--- config.mk ---
export PLATFORM = sky130hd
export DESIGN_NAME = elevator_motion_controller_flat
export DESIGN_NICKNAME = d
export VERILOG_FILES = /design/src/rtl/elevator_motion_controller_if.sv /design/src/rtl/elevator_motion_controller.sv /design/src/flat_wrapper.sv
export SDC_FILE = /design/constraint.sdc
export NUM_CORES = 1
export LEC_CHECK = 0
export ABC_AREA = 1
export BUFFER_PORTS_ARGS = -buffer_cell sky130_fd_sc_hd__buf_2
export CORE_ASPECT_RATIO = 1.5
export CORE_MARGIN = 10
export CORE_UTILIZATION = 40
export DETAILED_ROUTE_END_ITERATION = 8
export SYNTH_ARGS = -nofsm -noshare
export SYNTH_HDL_FRONTEND = slang
export SYNTH_SLANG_ARGS = --single-unit
export TNS_END_PERCENT = 10
--- constraint.sdc ---
create_clock -name clk -period 2.9 [get_ports clk]
set_input_delay 0.29 -clock clk [delete_from_list [all_inputs] [get_ports clk]]
set_output_delay 0.29 -clock clk [all_outputs]
set_load 0.005 [all_outputs]
--- src/rtl/elevator_motion_controller_if.sv ---
// rtl/elevator_motion_controller_if.sv - car controller <-> shaft/checker signal bundle; door_hold exists only with DOOR_HOLD_EN
interface elevator_motion_controller_if #(
   parameter int NUM_FLOORS  = 10,
   parameter int FLOOR_WIDTH = 4
);
   logic [NUM_FLOORS-1:0]  call_req;
   logic                   has_request_above;
   logic                   has_request_below;
   logic [FLOOR_WIDTH-1:0] current_floor;
   logic [NUM_FLOORS-1:0]  floor_requests;
   logic                   direction_up;
   logic                   moving;
   logic                   door_open;
   logic                   arrived;
`ifdef DOOR_HOLD_EN
   logic                   door_hold;
`endif

   modport master (
`ifdef DOOR_HOLD_EN
      input  door_hold,
`endif
      input  call_req, has_request_above, has_request_below,
      output current_floor, floor_requests, direction_up, moving, door_open, arrived
   );

   modport slave (
`ifdef DOOR_HOLD_EN
      output door_hold,
`endif
      output call_req, has_request_above, has_request_below,
      input  current_floor, floor_requests, direction_up, moving, door_open, arrived
   );
endinterface

--- src/rtl/elevator_motion_controller.sv ---
// rtl/elevator_motion_controller.sv - SCAN elevator car controller with travel/door timers
// Optional: DOOR_HOLD_EN adds door_hold, which freezes the door countdown while high.
module elevator_motion_controller #(
   parameter int NUM_FLOORS    = 10,
   parameter int FLOOR_WIDTH   = 4,
   parameter int TRAVEL_CYCLES = 8,
   parameter int DOOR_CYCLES   = 16
) (
   input  logic                          clk,
   input  logic                          rst,
   elevator_motion_controller_if.master bus
);
   localparam int TCW = (TRAVEL_CYCLES > 1) ? $clog2(TRAVEL_CYCLES) : 1;
   localparam int DCW = (DOOR_CYCLES > 1) ? $clog2(DOOR_CYCLES) : 1;
   localparam logic [TCW-1:0]         TRAVEL_LOAD = TCW'(TRAVEL_CYCLES - 1);
   localparam logic [DCW-1:0]         DOOR_LOAD   = DCW'(DOOR_CYCLES - 1);
   localparam logic [FLOOR_WIDTH-1:0] TOP_FLOOR   = FLOOR_WIDTH'(NUM_FLOORS - 1);

   typedef enum logic [2:0] {IDLE, MOVE_UP, MOVE_DOWN, CHECK, DOOR_OPEN} state_e;

   state_e                 state_q, state_d;
   logic [FLOOR_WIDTH-1:0] floor_q, floor_d;
   logic [NUM_FLOORS-1:0]  req_q, req_d;
   logic                   dir_up_q, dir_up_d;
   logic                   arrived_q, arrived_d;
   logic [TCW-1:0]         travel_q, travel_d;
   logic [DCW-1:0]         door_q, door_d;

   logic [NUM_FLOORS-1:0]  floor_mask;
   logic                   here_req, door_call, can_up, can_down, hold, clr;

   assign floor_mask = NUM_FLOORS'(1) << floor_q;
   assign here_req   = |(req_q & floor_mask);
   assign door_call  = |(bus.call_req & floor_mask);
   // Checker inputs are masked at the shaft ends so a spurious request can never drive the car out of range.
   assign can_up     = bus.has_request_above && (floor_q != TOP_FLOOR);
   assign can_down   = bus.has_request_below && (floor_q != '0);

`ifdef DOOR_HOLD_EN
   assign hold = bus.door_hold;
`else
   assign hold = 1'b0;
`endif

   always_comb begin
      state_d   = state_q;
      floor_d   = floor_q;
      dir_up_d  = dir_up_q;
      arrived_d = 1'b0;
      travel_d  = travel_q;
      door_d    = door_q;
      case (state_q)
         IDLE: begin
            if (here_req) begin
               state_d = DOOR_OPEN;
               door_d  = DOOR_LOAD;
            end else if (dir_up_q && can_up) begin
               state_d  = MOVE_UP;
               travel_d = TRAVEL_LOAD;
            end else if (!dir_up_q && can_down) begin
               state_d  = MOVE_DOWN;
               travel_d = TRAVEL_LOAD;
            end else if (can_up) begin
               dir_up_d = 1'b1;
               state_d  = MOVE_UP;
               travel_d = TRAVEL_LOAD;
            end else if (can_down) begin
               dir_up_d = 1'b0;
               state_d  = MOVE_DOWN;
               travel_d = TRAVEL_LOAD;
            end
         end
         MOVE_UP, MOVE_DOWN: begin
            if (travel_q == '0) begin
               floor_d   = (state_q == MOVE_UP) ? floor_q + 1'b1 : floor_q - 1'b1;
               arrived_d = 1'b1;
               state_d   = CHECK;
            end else begin
               travel_d = travel_q - 1'b1;
            end
         end
         CHECK: begin
            if (here_req) begin
               state_d = DOOR_OPEN;
               door_d  = DOOR_LOAD;
            end else if (dir_up_q ? can_up : can_down) begin
               state_d  = dir_up_q ? MOVE_UP : MOVE_DOWN;
               travel_d = TRAVEL_LOAD;
            end else begin
               state_d = IDLE;
            end
         end
         DOOR_OPEN: begin
            if (door_call) begin
               door_d = DOOR_LOAD;
            end else if (hold) begin
               door_d = door_q;
            end else if (door_q == '0) begin
               state_d = IDLE;
            end else begin
               door_d = door_q - 1'b1;
            end
         end
         default: state_d = IDLE;
      endcase
   end

   // The served floor is cleared from door entry until the door closes, beating any same-cycle call.
   assign clr   = (state_q == DOOR_OPEN) || (state_d == DOOR_OPEN);
   assign req_d = (req_q | bus.call_req) & ~(clr ? floor_mask : '0);

   always_ff @(posedge clk) begin
      if (rst) begin
         state_q   <= IDLE;
         floor_q   <= '0;
         req_q     <= '0;
         dir_up_q  <= 1'b1;
         arrived_q <= 1'b0;
         travel_q  <= '0;
         door_q    <= '0;
      end else begin
         state_q   <= state_d;
         floor_q   <= floor_d;
         req_q     <= req_d;
         dir_up_q  <= dir_up_d;
         arrived_q <= arrived_d;
         travel_q  <= travel_d;
         door_q    <= door_d;
      end
   end

   assign bus.current_floor  = floor_q;
   assign bus.floor_requests = req_q;
   assign bus.direction_up   = dir_up_q;
   assign bus.moving         = (state_q == MOVE_UP) || (state_q == MOVE_DOWN);
   assign bus.door_open      = (state_q == DOOR_OPEN);
   assign bus.arrived        = arrived_q;
endmodule
--- src/flat_wrapper.sv ---
// flat-port wrapper written by rule: the top's interface ports become plain ports
module elevator_motion_controller_flat 
#(
   parameter int NUM_FLOORS    = 10,
   parameter int FLOOR_WIDTH   = 4,
   parameter int TRAVEL_CYCLES = 8,
   parameter int DOOR_CYCLES   = 16
)
  (clk, rst, bus_call_req, bus_has_request_above, bus_has_request_below, bus_current_floor, bus_floor_requests, bus_direction_up, bus_moving, bus_door_open, bus_arrived);
  elevator_motion_controller_if #(.NUM_FLOORS(NUM_FLOORS), .FLOOR_WIDTH(FLOOR_WIDTH)) bus_i ();
  input  logic clk;
  input  logic rst;
  input wire logic [$bits(bus_i.call_req)-1:0] bus_call_req;
  input wire logic [$bits(bus_i.has_request_above)-1:0] bus_has_request_above;
  input wire logic [$bits(bus_i.has_request_below)-1:0] bus_has_request_below;
  output wire logic [$bits(bus_i.current_floor)-1:0] bus_current_floor;
  output wire logic [$bits(bus_i.floor_requests)-1:0] bus_floor_requests;
  output wire logic [$bits(bus_i.direction_up)-1:0] bus_direction_up;
  output wire logic [$bits(bus_i.moving)-1:0] bus_moving;
  output wire logic [$bits(bus_i.door_open)-1:0] bus_door_open;
  output wire logic [$bits(bus_i.arrived)-1:0] bus_arrived;
  assign bus_i.call_req = bus_call_req;
  assign bus_i.has_request_above = bus_has_request_above;
  assign bus_i.has_request_below = bus_has_request_below;
  assign bus_current_floor = bus_i.current_floor;
  assign bus_floor_requests = bus_i.floor_requests;
  assign bus_direction_up = bus_i.direction_up;
  assign bus_moving = bus_i.moving;
  assign bus_door_open = bus_i.door_open;
  assign bus_arrived = bus_i.arrived;
  elevator_motion_controller #(.NUM_FLOORS(NUM_FLOORS), .FLOOR_WIDTH(FLOOR_WIDTH), .TRAVEL_CYCLES(TRAVEL_CYCLES), .DOOR_CYCLES(DOOR_CYCLES)) u_core (.clk(clk), .rst(rst), .bus(bus_i));
endmodule
Word-level counts from Yosys, hierarchy flattened
Cells that the tools add are included.

Flip-flop bits (word level): 26. Output and inout bits: 18. Word-level logic and storage cells: 88. Bits of input ports: 14.

Shift-type cells: 1. $add $sub $neg: 4. Reduce and logical (&&, ||, !) cells: 23. Muxes and demuxes: 31. Bitwise gates (word level): 9. Equal/unequal tests: 13.

Operators by type and width (number): 2-to-1 mux 3 bit (18); bitwise AND 10 bit (3); OR reduction 10 bit (2); 2-to-1 mux 4 bit (4); case mux 3 bit (4 select lines) (1); 2-to-1 mux 10 bit (1); NOT 10 bit (1); OR 10 bit (1); << shifter 1 x 4 -> 10 bit (first input constant) (1); case mux 3 bit (3 select lines) (1); case mux 4 bit (2 select lines) (1); subtractor 4 x 1 -> 4 bit (second input constant) (2); equality test 3 x 2 -> 1 bit (second input constant) (2); equality test 3 bit (second input constant) (2); logical NOT 3 bit (2); inequality test 2 bit (second input constant) (3); AND reduction 6 bit (1); OR reduction 2 bit (3); inequality test 5 x 1 -> 1 bit (second input constant) (1); AND reduction 5 bit (1); adder 4 x 1 -> 4 bit (second input constant) (1); logical AND 1 bit (4); logical NOT 4 bit (1); 2-to-1 mux 1 bit (4); other kinds (14) (20).

Depth between registers and ports, before layout
Depth after elaboration: 13. Gate-level depth with buffers: 13. Mapped depth without buffers: 13.

Worst setup path after synthesis
Ideal clock, no wire load.

Kind: register to register. Start point: register u_core.state_q[2]. End point: register u_core.floor_q[3] (netlist: u_core.bus.current_floor[3]). Stages on the path, launching flop included: 14. Library setup time: 0.113 ns. Setup slack: 1.173 ns. Period minus slack after synthesis: 1.727 ns. Buffers on the path: 0. Arrival time: 1.614 ns. Cell sequence: dfxtp_1 inv_1 nand2_1 nor2_1 inv_1 ha_1 nand2_1 nor2_1 a211oi_1 a21oi_1 o21ai_0 nand2_1 nand2_1 nor2_1.

Word-level cells in the longest chain between the ends: 3.

Ends and longest elaborated chain: start, declared (RTL line elevator_motion_controller.sv:21) `state_e state_q, state_d;`; start signal, assigned (RTL line elevator_motion_controller.sv:122) `state_q <= state_d;`; equality test 3 x 2 -> 1 bit / equality test 3 x 1 -> 1 bit (equally long branches) (RTL line elevator_motion_controller.sv:52, elevator_motion_controller.sv:75); OR reduction 2 bit (RTL line elevator_motion_controller.sv:52) `case (state_q)`; AND reduction 2 bit (no line); end signal, assigned (RTL line elevator_motion_controller.sv:123) `floor_q <= floor_d;`; end, declared (RTL line elevator_motion_controller.sv:22) `logic [FLOOR_WIDTH-1:0] floor_q, floor_d;`.

Parallel ways exist; a longest one is shown, timed or not. A chain may end at the register's enable or synchronous reset.

Worst setup path in the final report
Ends and elaborated chain as after synthesis.

==> impl_metrics.toml <==
[clock_tree]
cts.repair.resized = 0
cts_sinks = 26
clock_latency_ps = 270
postCtsHoldBufs = 0
clkTransAtPathRegs_ps = 90
cts_tree = "done"
clock_path_buffers = 2
htreeDepth = 1
cts_setup_buffers = 0
cts_buffers = 3
cts-root-buf = "clkbuf_8"

[route]
drc = 0
wire_per_inst_um = 12.4
detail_route.first_pass.iterations = 4
first_iter_violations = 59
detail-route-antenna-nets = 0
wirelength_um = 3980
vias = 1616
vias_per_cell = 5.03

[critical_path]
path_common_cell = "nand2_1"
cp_slowest_cell = "dfxtp_1"
crit_fanout = 4
worstSetupPathType = "flop to flop"
end_kind = "flop"
start_kind = "flop"
cp_slowest_stage_delay_ps = 330
path_cells = "inv_1 > nand2_1 > nor2_1 > inv_1 > ha_1 > nand2_1 > nor2_1 > a211oi_1 > a21oi_1 > o21ai_0 > nand2_1 > nand2_1 > nor2_1"
required_ps = 3080
cp.arrival_ps = 2100

[grt]
grt_first_pass_wirelength_um = 6870
grt_usage_pct = 12.1
overflow = 0
grt_pass1_vias = 1566
antenna_found_initial = 0
grt_max_degree = 22

[power_and_ir_drop]
p_leak_nw = 0.971
internal_power_mw = 0.914
power_frac_comb_pct = 58.6
p_seq_share_pct = 29.9
power.net_switching_mw = 0.890
ir_drop_mv = 0.517
powerDensity_nw_per_um2 = 1000
clockPowerShare_pct = 11.6
p_sw_share_pct = 49.3

[finish]
final_common_cell = "nand2_1"
final_cells = 321
num-nets-final = 300
n_antenna_cell = 0
final_cell_mix = "nand2_1 (65), nor2_1 (44), buf_2 (31), inv_1 (27), dfxtp_1 (26)"
syn_to_final_growth_pct = 15.2
layout-drive-gt1-share_pct = 16.9

[die]
dieHeight_um = 96.5
dieWidth_um = 71.0
start_util_pct = 42.0
ios = 32
die-area_um2 = 6850
num_rows = 27
fp.coreArea_um2 = 3720

[sta]
finalHoldViolCount = 0
finalSetupTns_ps = 0
period_share_pct = 66.4
relSlewSlack_pct = 61.3
rsz0062_at_grt = "no"
max_clock_freq_mhz = 520
skew_ps = 0.777
slew_violations = 0
layout_min_cycle_time_ps = 1920
setup_viol = 0
worst_pin_slew_ps = 580

[placement]
gp_congestion = 0.892
port_buffers = 31
dpl.cell_count = 318
hpwl_um = 3280

[synthesis]
synth_cells = 247
syn_avg_cell_area_um2 = 6.32
synth_seq_cells = 26
syn_area_um2 = 1560
synth_fp_nets = 267
ys_types = 24
yosysWarnings = 0
ys_seq_area_share_pct = 33.4

[status]
outcome = "completed"

[worst_hold_path]
hp-class = "primary input to flop"

[run]
cap_violations = 0
[stage by stage]
step / area (um2) / hold slack, ps / util (%) / setup WS [ps] / total power [mW]
after CTS: 1800 / 250 / 48.4 / 967 / 1.83
after global routing: 1800 / 268 / 48.4 / 702 / 2.03
after floorplan: 1560 / 362 / - / 1170 / 1.33
after detailed placement: 1760 / 509 / 47.2 / 982 / 1.62
after global placement: 1760 / 498 / 47.2 / 1040 / 1.62
final: 1800 / 256 / 48.4 / 975 / 1.80
[final cells by class]
cell class | count | area (um2)
tap | 43 | 53.8
multi-input combinational | 189 | 917
inverter | 29 | 109
clock buffer | 3 | 41.3
sequential | 26 | 520
fill | 412 | 1920
timing repair buffer | 31 | 155
[worst max-delay path: cells and delay by family (launching register included)]
family | cells | cell delay [ps]
DFF | 1 | 330
AOI/OAI and AO/OA | 3 | 420
adders and majority gates | 1 | 330
buffers and inverters | 2 | 210
and+or+nand+nor | 7 | 530
[kinds of logic after synthesis]
family / count (synthesis) / share of synthesized area, %
buffers and inverters: 32 / 7.86
DFF: 26 / 33.4
xor gates and xnor gates: 2 / 1.12
and+or+nand+nor: 144 / 39.8
AOI/OAI and AO/OA: 37 / 12.6
adders and majority gates: 6 / 5.29
[power groups by stage]
stage	combinational, mW	clock (mW)	sequential, mW
2_1_floorplan	0.797	0	0.537
4_1_cts	1.08	0.216	0.540
5_1_grt	1.25	0.226	0.554
3_5_place_dp	1.07	0	0.548
6_report	1.06	0.209	0.539
3_3_place_gp	1.07	0	0.544
[per-layer routing]
metal / vias up / GRT usage [%] / part of all wire (%)
li1: 856 / - / -
met5: - / 0 / 0
met4: 0 / 4.53 / 1.5
met3: 5 / 2.96 / 5.0
met1: 728 / 13.0 / 41
met2: 27 / 22.2 / 52
[cell usage after synthesis (all sizes together)]
| master | n | area, um2 |
|---|---|---|
| ha | 5 | 62.6 |
| fa | 1 | 20.0 |
| a21oi | 18 | 97.6 |
| clkbuf | 1 | 3.75 |
| dfxtp | 26 | 521 |
| a211oi | 1 | 7.51 |
| buf | 2 | 10.0 |
| nand2 | 68 | 268 |
| or2 | 1 | 6.26 |
| nor3 | 1 | 5.00 |
| a31oi | 1 | 6.26 |
| o21ai | 17 | 85.1 |
| inv | 29 | 109 |
| nand3 | 23 | 133 |
| nand4 | 4 | 25.0 |
| nor2 | 47 | 184 |
| xor2 | 2 | 17.5 |
[registers in the layout, indices dropped and copies added, names as in the netlist]
name                       count
u_core.bus.current_floor       4
u_core.door_q                  4
u_core.state_q                 3
u_core.travel_q                3
u_core.bus.arrived             1
u_core.bus.floor_requests     10
u_core.bus.direction_up        1
[final timing paths]
kind	slack, ps	to	cells past startpoint	start
worst max-delay path	980	u_core.bus.current_floor[3]	13	u_core.state_q[2]
worst min-delay path	260	u_core.state_q[0]	2	rst
worst max register to register	980	u_core.bus.current_floor[3]	13	u_core.state_q[2]
worst min register to register	530	u_core.travel_q[0]	3	u_core.travel_q[0]
Note: power is estimated with default switching activity, not from simulation.
